### config.mk
export PLATFORM = sky130hd
export DESIGN_NAME = stopwatch_counter_flat
export DESIGN_NICKNAME = d
export VERILOG_FILES = /design/src/rtl/stopwatch_counter_pkg.sv /design/src/rtl/stopwatch_counter_if.sv /design/src/rtl/bcd_digit.sv /design/src/rtl/csa.sv /design/src/rtl/stopwatch_counter.sv /design/src/flat_wrapper.sv
export SDC_FILE = /design/constraint.sdc
export NUM_CORES = 1
export LEC_CHECK = 0
export BUFFER_PORTS_ARGS = -buffer_cell sky130_fd_sc_hd__buf_2
export CAP_MARGIN = 10
export CORE_UTILIZATION = 25
export DETAILED_ROUTE_END_ITERATION = 10
export PLACE_DENSITY_LB_ADDON = 0.08
export SLEW_MARGIN = 30
export SYNTH_ARGS = -nofsm -noshare
export SYNTH_HDL_FRONTEND = slang
export SYNTH_SLANG_ARGS = --single-unit
export TNS_END_PERCENT = 10
### constraint.sdc
create_clock -name clk -period 2 [get_ports clk]
set_input_delay 0.3 -clock clk [delete_from_list [all_inputs] [get_ports clk]]
set_output_delay 0.3 -clock clk [all_outputs]
set_load 0.05 [all_outputs]
### src/rtl/stopwatch_counter_pkg.sv
// rtl/stopwatch_counter_pkg.sv - shared constants and FSM encoding for the stopwatch counter
// Contents: DIGIT_W (BCD digit width), state_t (ST_IDLE/ST_RUN/ST_PAUSE),
//           default digit limits used by the top-level parameters.
package stopwatch_counter_pkg;

    localparam int DIGIT_W = 4;

    localparam int DEF_SEC_TENS_MAX = 5;
    localparam int DEF_MIN_TENS_MAX = 5;
    localparam logic [DIGIT_W-1:0] UNITS_MAX = 4'd9;

    typedef enum logic [1:0] {
        ST_IDLE  = 2'd0,
        ST_RUN   = 2'd1,
        ST_PAUSE = 2'd2
    } state_t;

endpackage

### src/rtl/stopwatch_counter_if.sv
// rtl/stopwatch_counter_if.sv - control/display bundle between stopwatch counter and its neighbours
// Signals: tick, start_stop, clear (and lap when STOPWATCH_LAP_EN) into the counter;
//          digits[15:0], running, wrap out of the counter.
// Modports: master = upstream driver / display side, slave = stopwatch_counter.
interface stopwatch_counter_if;
    logic        tick;
    logic        start_stop;
    logic        clear;
`ifdef STOPWATCH_LAP_EN
    logic        lap;
`endif
    logic [15:0] digits;
    logic        running;
    logic        wrap;

`ifdef STOPWATCH_LAP_EN
    modport master (output tick, start_stop, clear, lap, input digits, running, wrap);
    modport slave  (input tick, start_stop, clear, lap, output digits, running, wrap);
`else
    modport master (output tick, start_stop, clear, input digits, running, wrap);
    modport slave  (input tick, start_stop, clear, output digits, running, wrap);
`endif
endinterface

### src/rtl/bcd_digit.sv
// rtl/bcd_digit.sv - one BCD digit register with increment, limit rollover and carry-out
// Ports: clk, reset (async, active-high), clr (sync zero), inc (carry-in),
//        limit[3:0] (last value before rollover); q[3:0] digit, carry (rollover this cycle).
module bcd_digit
    import stopwatch_counter_pkg::*;
(
    input  logic               clk,
    input  logic               reset,
    input  logic               clr,
    input  logic               inc,
    input  logic [DIGIT_W-1:0] limit,
    output logic [DIGIT_W-1:0] q,
    output logic               carry
);
    logic [DIGIT_W-1:0] r_q;
    logic [DIGIT_W-1:0] w_sum;
    logic               w_co_unused;
    logic               w_at_limit;

    // Adder carry-out is not needed: the limit compare decides rollover.
    csa #(.W(DIGIT_W)) u_csa (
        .a   (r_q),
        .b   ({DIGIT_W{1'b0}}),
        .ci  (inc),
        .sum (w_sum),
        .co  (w_co_unused)
    );

    assign w_at_limit = (r_q == limit);
    assign carry      = inc & w_at_limit;
    assign q          = r_q;

    always_ff @(posedge clk or posedge reset) begin
        if (reset)
            r_q <= '0;
        else if (clr)
            r_q <= '0;
        else if (inc)
            r_q <= w_at_limit ? '0 : w_sum;
    end
endmodule

### src/rtl/csa.sv
// rtl/csa.sv - W-bit adder of two vectors plus a carry-in
// Ports: a[W-1:0], b[W-1:0], ci in; sum[W-1:0], co out.
module csa #(
    parameter int W = 4
) (
    input  logic [W-1:0] a,
    input  logic [W-1:0] b,
    input  logic         ci,
    output logic [W-1:0] sum,
    output logic         co
);
    assign {co, sum} = {1'b0, a} + {1'b0, b} + {{W{1'b0}}, ci};
endmodule

### src/rtl/stopwatch_counter.sv
// rtl/stopwatch_counter.sv - MM:SS BCD stopwatch with run/pause/idle FSM and digit carry chain
// Ports: clk, reset (async, active-high); bus (stopwatch_counter_if.slave):
//        tick, start_stop, clear, [lap] in; digits[15:0] {mt,mu,st,su}, running, wrap out.
// Parameters: SEC_TENS_MAX, MIN_TENS_MAX, SAT_AT_MAX (0 wrap, 1 hold maximum and pause).
// Optional: STOPWATCH_LAP_EN adds the lap freeze of the displayed digits.
module stopwatch_counter
    import stopwatch_counter_pkg::*;
#(
    parameter int SEC_TENS_MAX = DEF_SEC_TENS_MAX,
    parameter int MIN_TENS_MAX = DEF_MIN_TENS_MAX,
    parameter int SAT_AT_MAX   = 0
) (
    input  logic                  clk,
    input  logic                  reset,
    stopwatch_counter_if.slave    bus
);
    localparam logic [DIGIT_W-1:0] L_ST = DIGIT_W'(SEC_TENS_MAX);
    localparam logic [DIGIT_W-1:0] L_MT = DIGIT_W'(MIN_TENS_MAX);
    localparam bit                 SAT  = (SAT_AT_MAX != 0);

    state_t               r_state;
    state_t               w_next;
    logic                 w_running;
    logic                 r_wrap;
    logic                 w_count_en;
    logic                 w_at_max;
    logic                 w_inc_su;
    logic                 w_c_su, w_c_st, w_c_mu, w_c_mt_unused;
    logic [DIGIT_W-1:0]   w_su, w_st, w_mu, w_mt;
    logic [15:0]          w_live;

    // clear outranks the tick; start_stop does not block a tick while running.
    assign w_count_en = (r_state == ST_RUN) && bus.tick && !bus.clear;
    assign w_at_max   = (w_su == UNITS_MAX) && (w_st == L_ST) &&
                        (w_mu == UNITS_MAX) && (w_mt == L_MT);
    // In saturating mode the maximum is held, so the chain is never started.
    assign w_inc_su   = w_count_en && !(SAT && w_at_max);

    bcd_digit u_su (.clk(clk), .reset(reset), .clr(bus.clear), .inc(w_inc_su),
                    .limit(UNITS_MAX), .q(w_su), .carry(w_c_su));
    bcd_digit u_st (.clk(clk), .reset(reset), .clr(bus.clear), .inc(w_c_su),
                    .limit(L_ST), .q(w_st), .carry(w_c_st));
    bcd_digit u_mu (.clk(clk), .reset(reset), .clr(bus.clear), .inc(w_c_st),
                    .limit(UNITS_MAX), .q(w_mu), .carry(w_c_mu));
    bcd_digit u_mt (.clk(clk), .reset(reset), .clr(bus.clear), .inc(w_c_mu),
                    .limit(L_MT), .q(w_mt), .carry(w_c_mt_unused));

    assign w_live = {w_mt, w_mu, w_st, w_su};

    always_ff @(posedge clk or posedge reset) begin
        if (reset)
            r_state <= ST_IDLE;
        else
            r_state <= w_next;
    end

    always_comb begin
        w_next = r_state;
        if (bus.clear) begin
            w_next = ST_IDLE;
        end else begin
            case (r_state)
                ST_IDLE:  if (bus.start_stop) w_next = ST_RUN;
                ST_RUN:   if (bus.start_stop || (SAT && w_count_en && w_at_max))
                              w_next = ST_PAUSE;
                ST_PAUSE: if (bus.start_stop) w_next = ST_RUN;
                default:  w_next = ST_IDLE;
            endcase
        end
    end

    always_comb begin
        w_running = (r_state == ST_RUN);
    end

    always_ff @(posedge clk or posedge reset) begin
        if (reset)
            r_wrap <= 1'b0;
        else
            r_wrap <= w_count_en && w_at_max;
    end

    assign bus.running = w_running;
    assign bus.wrap    = r_wrap;

`ifdef STOPWATCH_LAP_EN
    logic        r_lap_active;
    logic [15:0] r_lap;

    // Freeze captures the count as it stands before this edge's tick.
    always_ff @(posedge clk or posedge reset) begin
        if (reset) begin
            r_lap_active <= 1'b0;
            r_lap        <= '0;
        end else if (bus.clear) begin
            r_lap_active <= 1'b0;
        end else if (bus.lap) begin
            if (r_lap_active) begin
                r_lap_active <= 1'b0;
            end else if (r_state == ST_RUN) begin
                r_lap_active <= 1'b1;
                r_lap        <= w_live;
            end
        end
    end

    assign bus.digits = r_lap_active ? r_lap : w_live;
`else
    assign bus.digits = w_live;
`endif
endmodule

### src/flat_wrapper.sv
// flat-port wrapper written by rule: the top's interface ports become plain ports
module stopwatch_counter_flat import stopwatch_counter_pkg::*;
#(
    parameter int SEC_TENS_MAX = DEF_SEC_TENS_MAX,
    parameter int MIN_TENS_MAX = DEF_MIN_TENS_MAX,
    parameter int SAT_AT_MAX   = 0
)
  (clk, reset, bus_tick, bus_start_stop, bus_clear, bus_digits, bus_running, bus_wrap);
  stopwatch_counter_if bus_i ();
  input  logic clk;
  input  logic reset;
  input wire logic [$bits(bus_i.tick)-1:0] bus_tick;
  input wire logic [$bits(bus_i.start_stop)-1:0] bus_start_stop;
  input wire logic [$bits(bus_i.clear)-1:0] bus_clear;
  output wire logic [$bits(bus_i.digits)-1:0] bus_digits;
  output wire logic [$bits(bus_i.running)-1:0] bus_running;
  output wire logic [$bits(bus_i.wrap)-1:0] bus_wrap;
  assign bus_i.tick = bus_tick;
  assign bus_i.start_stop = bus_start_stop;
  assign bus_i.clear = bus_clear;
  assign bus_digits = bus_i.digits;
  assign bus_running = bus_i.running;
  assign bus_wrap = bus_i.wrap;
  stopwatch_counter #(.SEC_TENS_MAX(SEC_TENS_MAX), .MIN_TENS_MAX(MIN_TENS_MAX), .SAT_AT_MAX(SAT_AT_MAX)) u_core (.clk(clk), .reset(reset), .bus(bus_i));
endmodule
==> results of run 1 <==
flip-flops by register name, summed over array words and instances (netlist names):
name             count
u_core.u_st.q        4
u_core.bus.wrap      1
u_core.u_mu.q        4
u_core.u_mt.q        4
u_core.u_su.q        4
u_core.r_state       2
synth_stat cells (3+ instances only):
library cell	count	share of area
nand3b_1	3	0.020
o21ai_0	7	0.032
a21oi_1	6	0.027
inv_1	4	0.014
nand3_1	11	0.050
ha_1	8	0.090
nand2_1	11	0.037
nor2_1	11	0.037
dfrtp_1	19	0.43
and4bb_2	3	0.034
cell type report:
| type | instances | area (um2) | share of cell area |
|---|---|---|---|
| Timing Repair Buffer | 28 | 155.1 | 0.1139 |
| Inverter | 6 | 27.53 | 0.02020 |
| Clock inverter | 1 | 5.005 | 0.003673 |
| Sequential cell | 19 | 490.5 | 0.3600 |
| Clock buffer | 3 | 41.29 | 0.03030 |
| Tap cell | 50 | 62.56 | 0.04591 |
| Multi-Input combinational cell | 82 | 580.6 | 0.4261 |
worst max-delay path, delay by kind of cell (launching register included):
family	cells	cell delay, ps
flip-flops	1	440
adder cells (fa/ha/maj)	1	170
AO/OA/AOI/OAI	1	240
AND/OR/NAND/NOR	5	820
cells by family (layout without fill, tap and decap cells):
group           after synthesis  in the layout  share of synthesized area
fa+ha+maj                     8              8                    0.09009
xor+xnor                      2              2                    0.01577
compound gates               18             18                    0.09910
buf+inv                       9             38                    0.04954
simple gates                 52             52                     0.2996
flops                        19             19                     0.4279
mux                           2              2                    0.01802
worst max path at each step:
stage,from,end
floorplan,u_core.u_su.q[2],u_core.u_mu.q[2]
global placement,u_core.u_su.q[2],u_core.u_mu.q[3]
detailed placement,u_core.u_su.q[2],u_core.u_mu.q[3]
CTS,u_core.u_su.q[2],u_core.u_mu.q[3]
global route,u_core.u_su.q[2],u_core.u_st.q[2]
finish,u_core.u_su.q[2],u_core.u_mu.q[3]
per-layer routing:
metal / share of wire / track usage / up-vias
li1: - / - / 455
met1: 0.51 / 0.1546 / 420
met2: 0.45 / 0.1814 / 12
met3: 0.031 / 0.02467 / 2
met4: 0.011 / 0.05469 / 0
met5: 0 / 0 / -
through the flow:
| stage | area, um2 | util | setup TNS, ps | setup slack (ps) | hold WS, ps |
|---|---|---|---|---|---|
| after floorplan | 1126 | - | -18.23 | -18.23 | 250.3 |
| after global placement | 1316 | 0.3176 | 0 | 225.5 | 344.1 |
| after detailed placement | 1316 | 0.3176 | 0 | 215.7 | 342.2 |
| after CTS | 1363 | 0.3288 | 0 | 195.7 | 64.01 |
| after global routing | 1363 | 0.3288 | 0 | 83.85 | 71.47 |
| final | 1363 | 0.3288 | 0 | 216.2 | 55.37 |
report_power, final:
group / internal (uW) / switching (uW)
combinational: 15.4 / 31.5
sequential: 386 / 3.93
clock: 139 / 138
total: 540 / 173
==> out/qor.txt, run 1 <==
CTS tree - built
Crit path top cell by count - nand2_1
Area Growth Syn to Fin - 22.64%
final cycle utilization of the critical path - 0.8919
post-CTS setup repair buffer count - 0
post-route minimum period - 1784 ps
FP Rows - 23
synthesis-stage register bit count - 19
Vias - 889
Chip Width - 68.67 um
crit path DAT - 1930 ps
layout cells sized above 1 - 0.3885
critical path class - reg2reg
Die Y - 68.67 um
total CTS buffers - 3
ant diodes - 0
sequential-to-total area share from yosys stat - 0.4279
GR Overflow Total - 0
maxcap violations - 0
Final Max Tran Viols - 0
Max FO, Critical Path - 5
Slew headroom - 0.7945
Final ANT Viol Nets - 0
WL/cell - 12.32 um
R2R depth - 7
Placer Congestion - 0.7476
Critical Path RT - 2150 ps
DRT iter0 DRCs - 8
clk buf depth - 2
# setup viols final - 0
largest net degree at the start of global routing - 20
run status - finished, final reports clean
Top FF cell, synth - dfrtp_1
htree depth - 1
Remaining DRCs - 0
first-pass GRT wire length - 3.960 mm
gr usage total - 0.1172
Starting Density - 0.2681
pwr dens - 523.5 mW/mm2
clock root cell - clkbuf_8
vias in the first global route - 847
Synth async-reset ratio - 1.000
worst-skew pair later-pin latency - 260 ps
worst-margin pin slew - 306.3 ps
Worst R2R End - u_core.u_mu.q[3]
crit end category - flip-flop
number of nets in the layout - 153
synth warn - 0
post-synthesis cell area - 0.001111 mm2
core area - 0.004144 mm2
dpl hpwl - 1.747 mm
flop2flop setup slack - 220 ps
Post-CTS Hold Buffers - 0
Post-CTS Resized - 0
Post-synth EDFFs - 0
Port Buffers - 22
Synth cell types - 30
crit-path cells - and4bb_2, and3_2, ha_1, nand3_1, nand2_1, nand2_1, a32o_1
path category of the worst min-delay check - in2async
Syn Area/Cell - 10.10 um2
FF-to-FF Start - u_core.u_su.q[2]
Critical Path Source Type - flip-flop
Hold Fails Final Rpt - 0
Fmax - 560.6 MHz
Synth Net Count - 123
Fill cells - 442
post-DR vias/cell - 4.704
P_leak - 0.0006794 uW
die area - 0.004715 mm2
Finished Layout Cells - 189
commonest non-fill, non-tap cell in the layout - buf_2
Final Total Pwr - 713.4 uW
Syn Inst Count - 110
slowest cell delay on critical path - 440 ps
crit path max-delay cell type - dfrtp_2
clk_skew - 3.128 ps
Inst Count DP - 185
first drt pass iteration count - 2
clock sinks - 19
clock slew at reported path FFs - 80 ps
peak supply drop - 0.1900 mV
routed wire length - 2.329 mm
Top Ports - 23
most frequent cells in the layout - buf_2, dfrtp_2, nand3_1, nand2_1, nor2_1
initial antenna violation count - 0
RSZ-0062 raised after global routing - false
Power figures use the tool's default switching activity.
==> run 2: changes to the inputs <==
- SYNTH_HIERARCHICAL: unset -> 1
==> run 2 against run 1 <==
Against the previous run:
- the flow now finishes with violations (DRC, setup timing)
- global-route usage is 0.066 points lower
- design area is 71% higher
- flip-flop and latch count stayed put
- synthesized area is 51% higher
- maximum frequency is 27% lower
- critical path depth is 4 higher
- non-clock buffer count is 22 higher
- sequential share of layout area is 15 points lower
- critical path type unchanged
- critical endpoint is now u_core/u_mt/q[1]
- highest routed layer unchanged
==> out/qor.txt, run 2 <==
run status - complete, but fails checks
failing checks - DRC, setup timing
Buffers & Inverters on Critical Path - 2 (+2)
critical path class - reg2reg
post-route minimum period - 2434 ps (+650.4 ps)
Die Y - 83.89 um (+22%)
initial antenna violation count - 0 (unchanged)
cell depth of the worst setup path - 11 (+4)
peak supply drop - 0.2009 mV (+5.7%)
P_leak - 0.001152 uW (+70%)
FF-to-FF Start - u_core/u_su/q[2]
worst-skew pair later-pin latency - 250 ps (about the same)
flop2flop setup slack - -430 ps (-650 ps)
Vias - 1364 (+53%)
post-synthesis cell area - 0.001677 mm2 (+51%)
Top Ports - 23 (unchanged)
most frequent cells in the layout - conb_1, inv_1, buf_4
crit path max-delay cell type - fa_2
final cycle utilization of the critical path - 1.217 (+0.3252)
Placer Congestion - 0.6922 (-7.4%)
die area - 0.007038 mm2 (+49%)
GR Overflow Total - 0 (unchanged)
total CTS buffers - 3 (unchanged)
Crit path top cell by count - and2_4
slowest cell delay on critical path - 510 ps (+70 ps)
Critical Path RT - 2110 ps (-40 ps)
RSZ-0062 raised after global routing - true
Chip Width - 83.89 um (+22%)
Max FO, Critical Path - 2 (-3)
CTS tree - built
dpl hpwl - 2.934 mm (+68%)
final worst slack - -434.2 ps (-650.4 ps)
routed wire length - 3.712 mm (+59%)
Hold Fails Final Rpt - 0 (unchanged)
clk buf depth - 2 (unchanged)
path category of the worst min-delay check - in2reg
crit end category - flip-flop
# setup viols final - 10 (+10)
CP endpoint - u_core/u_mt/q[1]
Syn Area/Cell - 9.748 um2 (-3.5%)
ant diodes - 0 (unchanged)
Remaining DRCs - 3 (+3)
synth warn - 6 (+6)
number of nets in the layout - 278 (+82%)
clock slew at reported path FFs - 80 ps (about the same)
commonest non-fill, non-tap cell in the layout - conb_1
Area Growth Syn to Fin - 38.73%
htree depth - 1 (unchanged)
Syn Inst Count - 172 (+56%)
Starting Density - 0.2611 (-0.007060)
layout cells sized above 1 - 0.3492 (-0.03928)
core area - 0.006422 mm2 (+55%)
clock root cell - clkbuf_8
first drt pass iteration count - 7 (+5)
clock sinks - 19 (unchanged)
first-pass GRT wire length - 6.575 mm (+66%)
R2R depth - 11 (+4)
Hold Slack - 332.0 ps (+276.6 ps)
crit-path cells - xor2_1, nor4_2, and2_4, and2_4, and2_4, fa_2, inv_2, fa_2, inv_1, nand3b_1, o32ai_1
pwr dens - 355.0 mW/mm2 (-32%)
crit path DAT - 2550 ps (+620 ps)
clk_skew - 2.400 ps (-0.7275 ps)
Worst R2R End - u_core/u_mt/q[1]
fin util - 0.3622 (+0.03336)
FP Rows - 29 (+26%)
vias in the first global route - 1364 (+61%)
Final Max Tran Viols - 0 (unchanged)
Final Total Pwr - 825.7 uW (+16%)
largest net degree at the start of global routing - 35 (+75%)
Critical Path Source Type - flip-flop
maxcap violations - 0 (unchanged)
Fmax - 410.8 MHz (-27%)
crit-path leading delay family - simple AND/OR/NAND/NOR gates
post-DR vias/cell - 4.146 (-12%)
Final ANT Viol Nets - 0 (unchanged)
crit path from - u_core/u_su/q[2]
Port Buffers - 22 (unchanged)
DRT iter0 DRCs - 21 (+13)
gr usage total - 0.1165 (-0.0006649)
total negative slack - -2704 ps (-2704 ps)
WL/cell - 11.28 um (-8.4%)
## run 2: worst min path at each step
| stage | startpoint | to | slack (ps) | depth (start not counted) |
|---|---|---|---|---|
| after floorplan | reset | u_core/bus.wrap | 50 | 1 |
| after global placement | reset | u_core/bus.wrap | 230 | 2 |
| after detailed placement | reset | u_core/bus.wrap | 230 | 2 |
| after CTS | bus_start_stop | u_core/r_state[1] | 330 | 3 |
| after global routing | bus_start_stop | u_core/r_state[1] | 360 | 3 |
| final | bus_start_stop | u_core/r_state[1] | 330 | 3 |
## run 2: area by class of cell
cell class,count,area (um2)
fillers,682,4096
flip-flops and latches,19,485.5
multi-input cells,141,1216
inverters,38,142.6
clock buffers,3,41.29
well taps,77,96.34
repair buffers,50,339.1
clock inverters,1,5.005
## run 2: report_power, final
| group | internal (uW) | switching, uW | leakage [uW] |
|---|---|---|---|
| registers | 389 | 3.33 | 0.000251 |
| clock network | 138 | 134 | 0.0000255 |
| logic | 63.6 | 97.3 | 0.000876 |
## run 2: repair_timing
item	CTS	global route
gates cloned	0	0
endpoints found under the hold margin	19	0
buffers inserted	0	2
endpoints found under the setup margin	13	14
pin swaps	7	9
hold buffers	1	0
resized for setup	7	5
## run 2: per-layer routing
metal / vias to the layer above / GRT usage / routed length, um
li1: 700 / - / -
met1: 649 / 0.1545 / 1783
met2: 13 / 0.1975 / 1825
met3: 2 / 0.02176 / 90
met4: 0 / 0.02351 / 13
met5: - / 0 / 0
## run 2: worst reg2reg max path, stage by stage (launching register included)
cell	delay (ps)
dfrtp_2	410
xor2_1	150
nor4_2	290
and2_4	200
and2_4	160
and2_4	150
fa_2	210
inv_2	40
fa_2	510
inv_1	40
nand3b_1	70
o32ai_1	70
## run 2: through the flow
step | area, um2 | setup slack, ps | instances
after floorplan | 1839 | -129.3 | 202
after global placement | 2201 | -380.5 | 322
after detailed placement | 2201 | -466.6 | 322
after CTS | 2286 | -423.1 | 327
after global routing | 2326 | -555.7 | 329
final | 2326 | -434.2 | 329
==> run 3: changes to the inputs <==
- CORE_ASPECT_RATIO: unset -> 2
==> run 3 against run 2 <==
Against the previous run:
- the run ends with setup timing left
- core utilization rose by 0.62 points
- setup slack improved by 46 ps
- largest power group is now clock
- design area rose by 1.6%
- via count rose by 0.22%
==> out/qor.txt, run 3 (synthesis results as in run 2) <==
Starting Density - 0.2615 (+0.0004075)
CP endpoint - u_core/u_mt/q[2]
WL/cell - 12.07 um (+7.0%)
Final Total Pwr - 983.2 uW (+19%)
RSZ-0062 raised after global routing - true
gr usage total - 0.1270 (+0.01047)
pwr dens - 416.2 mW/mm2 (+17%)
Critical Path Source Type - flip-flop
first drt pass iteration count - 4 (-3)
Buffers & Inverters on Critical Path - 1 (-1)
Area Growth Syn to Fin - 40.90%
routed wire length - 4.116 mm (+11%)
most frequent cells in the layout - inv_1, conb_1, buf_4
Fmax - 418.8 MHz (+1.9%)
peak supply drop - 0.2553 mV (+27%)
first-pass GRT wire length - 6.699 mm (+1.9%)
layout cells sized above 1 - 0.3412 (-0.008030)
ant diodes - 0 (unchanged)
DP Worst Slack - -415.6 ps (+51.04 ps)
crit end category - flip-flop
total CTS buffers - 3 (unchanged)
die area - 0.007057 mm2 (+0.28%)
CTS tree - built
cell depth of the worst setup path - 11 (unchanged)
crit-path leading delay family - simple AND/OR/NAND/NOR gates
run status - complete, but fails checks
P_leak - 0.001166 uW (+1.3%)
vias in the first global route - 1439 (+5.5%)
Remaining DRCs - 0 (-3)
clock slew at reported path FFs - 60 ps (-20 ps)
FF-to-FF Start - u_core/u_su/q[2]
GR Overflow Total - 0 (unchanged)
flop2flop setup slack - -390 ps (+50 ps)
R2R depth - 11 (unchanged)
worst-skew pair later-pin latency - 250 ps (about the same)
Hold Fails Final Rpt - 0 (unchanged)
slowest cell delay on critical path - 400 ps (-110 ps)
Top Ports - 23 (unchanged)
failing checks - setup timing
final cycle utilization of the critical path - 1.194 (-0.02310)
Vias - 1367 (+0.22%)
Hold Crit Start - bus_start_stop
Chip Width - 59.91 um (-29%)
clock root cell - clkbuf_16
crit path max-delay cell type - dfrtp_2
post-DR vias/cell - 4.009 (-3.3%)
Placer Congestion - 0.7016 (+1.4%)
Fill cells - 685 (+0.44%)
core area - 0.006412 mm2 (-0.16%)
Port Buffers - 22 (unchanged)
initial antenna violation count - 0 (unchanged)
clk buf depth - 2 (unchanged)
Hold Slack - 348.6 ps (+16.65 ps)
final worst slack - -388.0 ps (+46.21 ps)
crit-path cells - xor2_1, nor4_2, and2_4, and2_4, and2_4, fa_2, inv_2, fa_1, xnor2_1, nand3b_1, o32ai_1
largest net degree at the start of global routing - 35 (unchanged)
clock sinks - 19 (unchanged)
dpl hpwl - 3.320 mm (+13%)
DRT iter0 DRCs - 56 (+170%)
crit path DAT - 2540 ps (about the same)
Crit path top cell by count - and2_4
fin util - 0.3684 (+0.006224)
Final Cell Area - 0.002362 mm2 (+1.6%)
htree depth - 1 (unchanged)
Worst R2R End - u_core/u_mt/q[2]
maxcap violations - 0 (unchanged)
Max FO, Critical Path - 2 (unchanged)
placed cell area - 0.002192 mm2 (-0.40%)
post-route minimum period - 2388 ps (-46.21 ps)
crit path from - u_core/u_su/q[2]
Final Max Tran Viols - 0 (unchanged)
clk_skew - 1.532 ps (-0.8684 ps)
Critical Path RT - 2150 ps (+40 ps)
Die Y - 117.8 um (+40%)
path category of the worst min-delay check - in2reg
Final ANT Viol Nets - 0 (unchanged)
FP Rows - 41 (+41%)
# setup viols final - 11 (+1)
number of nets in the layout - 281 (+1.1%)
critical path class - reg2reg
run 3: changes by cell type in the layout (fill, tap and decap cells not counted), moves of 3 or more:
cell,before,now
buf_4,25,29
o32ai_1,12,16
o32ai_2,4,0
clkbuf_16,0,3
clkbuf_8,3,0
run 3: worst min-delay path by stage:
stage                                    to  cells after the start
after global routing      u_core/r_state[1]                      3
after global placement      u_core/bus.wrap                      2
final                     u_core/r_state[1]                      3
after floorplan             u_core/bus.wrap                      1
after detailed placement    u_core/bus.wrap                      2
after CTS                 u_core/r_state[1]                      3
run 3: tightest hold or removal path, stage by stage:
cell	delay, ps
buf_2	110
a22oi_1	70
nor2_1	80
run 3: through the flow:
| stage | TNS, ps | cells |
|---|---|---|
| after floorplan | -565.4 | 202 |
| after global placement | -3004 | 330 |
| after detailed placement | -3331 | 330 |
| after CTS | -2643 | 340 |
| after global routing | -4290 | 341 |
| final | -2655 | 341 |
run 3: repair_timing:
| item | CTS | global route |
|---|---|---|
| setup buffers | 5 | 1 |
| endpoints found under the hold margin | 19 | 0 |
| endpoints found under the setup margin | 13 | 15 |
| pin swaps | 6 | 2 |
| hold buffers | 1 | 0 |
| gates resized for setup | 7 | 2 |
| gates cloned | 0 | 0 |
run 3: power by group:
group	switching, uW	total [uW]	internal (uW)
Combinational	101	170	68.7
Sequential	3.04	393	390
Clock	149	420	271
Total	253	983	730
run 3: routing by layer:
layer / track usage / vias to the layer above / share of wire
li1: - / 701 / -
met1: 0.1153 / 650 / 0.35
met2: 0.2694 / 14 / 0.63
met3: 0.01648 / 2 / 0.015
met4: 0.02180 / 0 / 0.0036
met5: 0 / - / 0
run 3: final cells by class:
cell class / count / area (um2) / share of cell area
clock buffers: 4 / 78.83 / 0.03337
multi-input cells: 141 / 1199 / 0.5074
repair buffers: 53 / 349.1 / 0.1478
flip-flops and latches: 19 / 485.5 / 0.2055
well taps: 86 / 107.6 / 0.04555
inverters: 38 / 142.6 / 0.06038
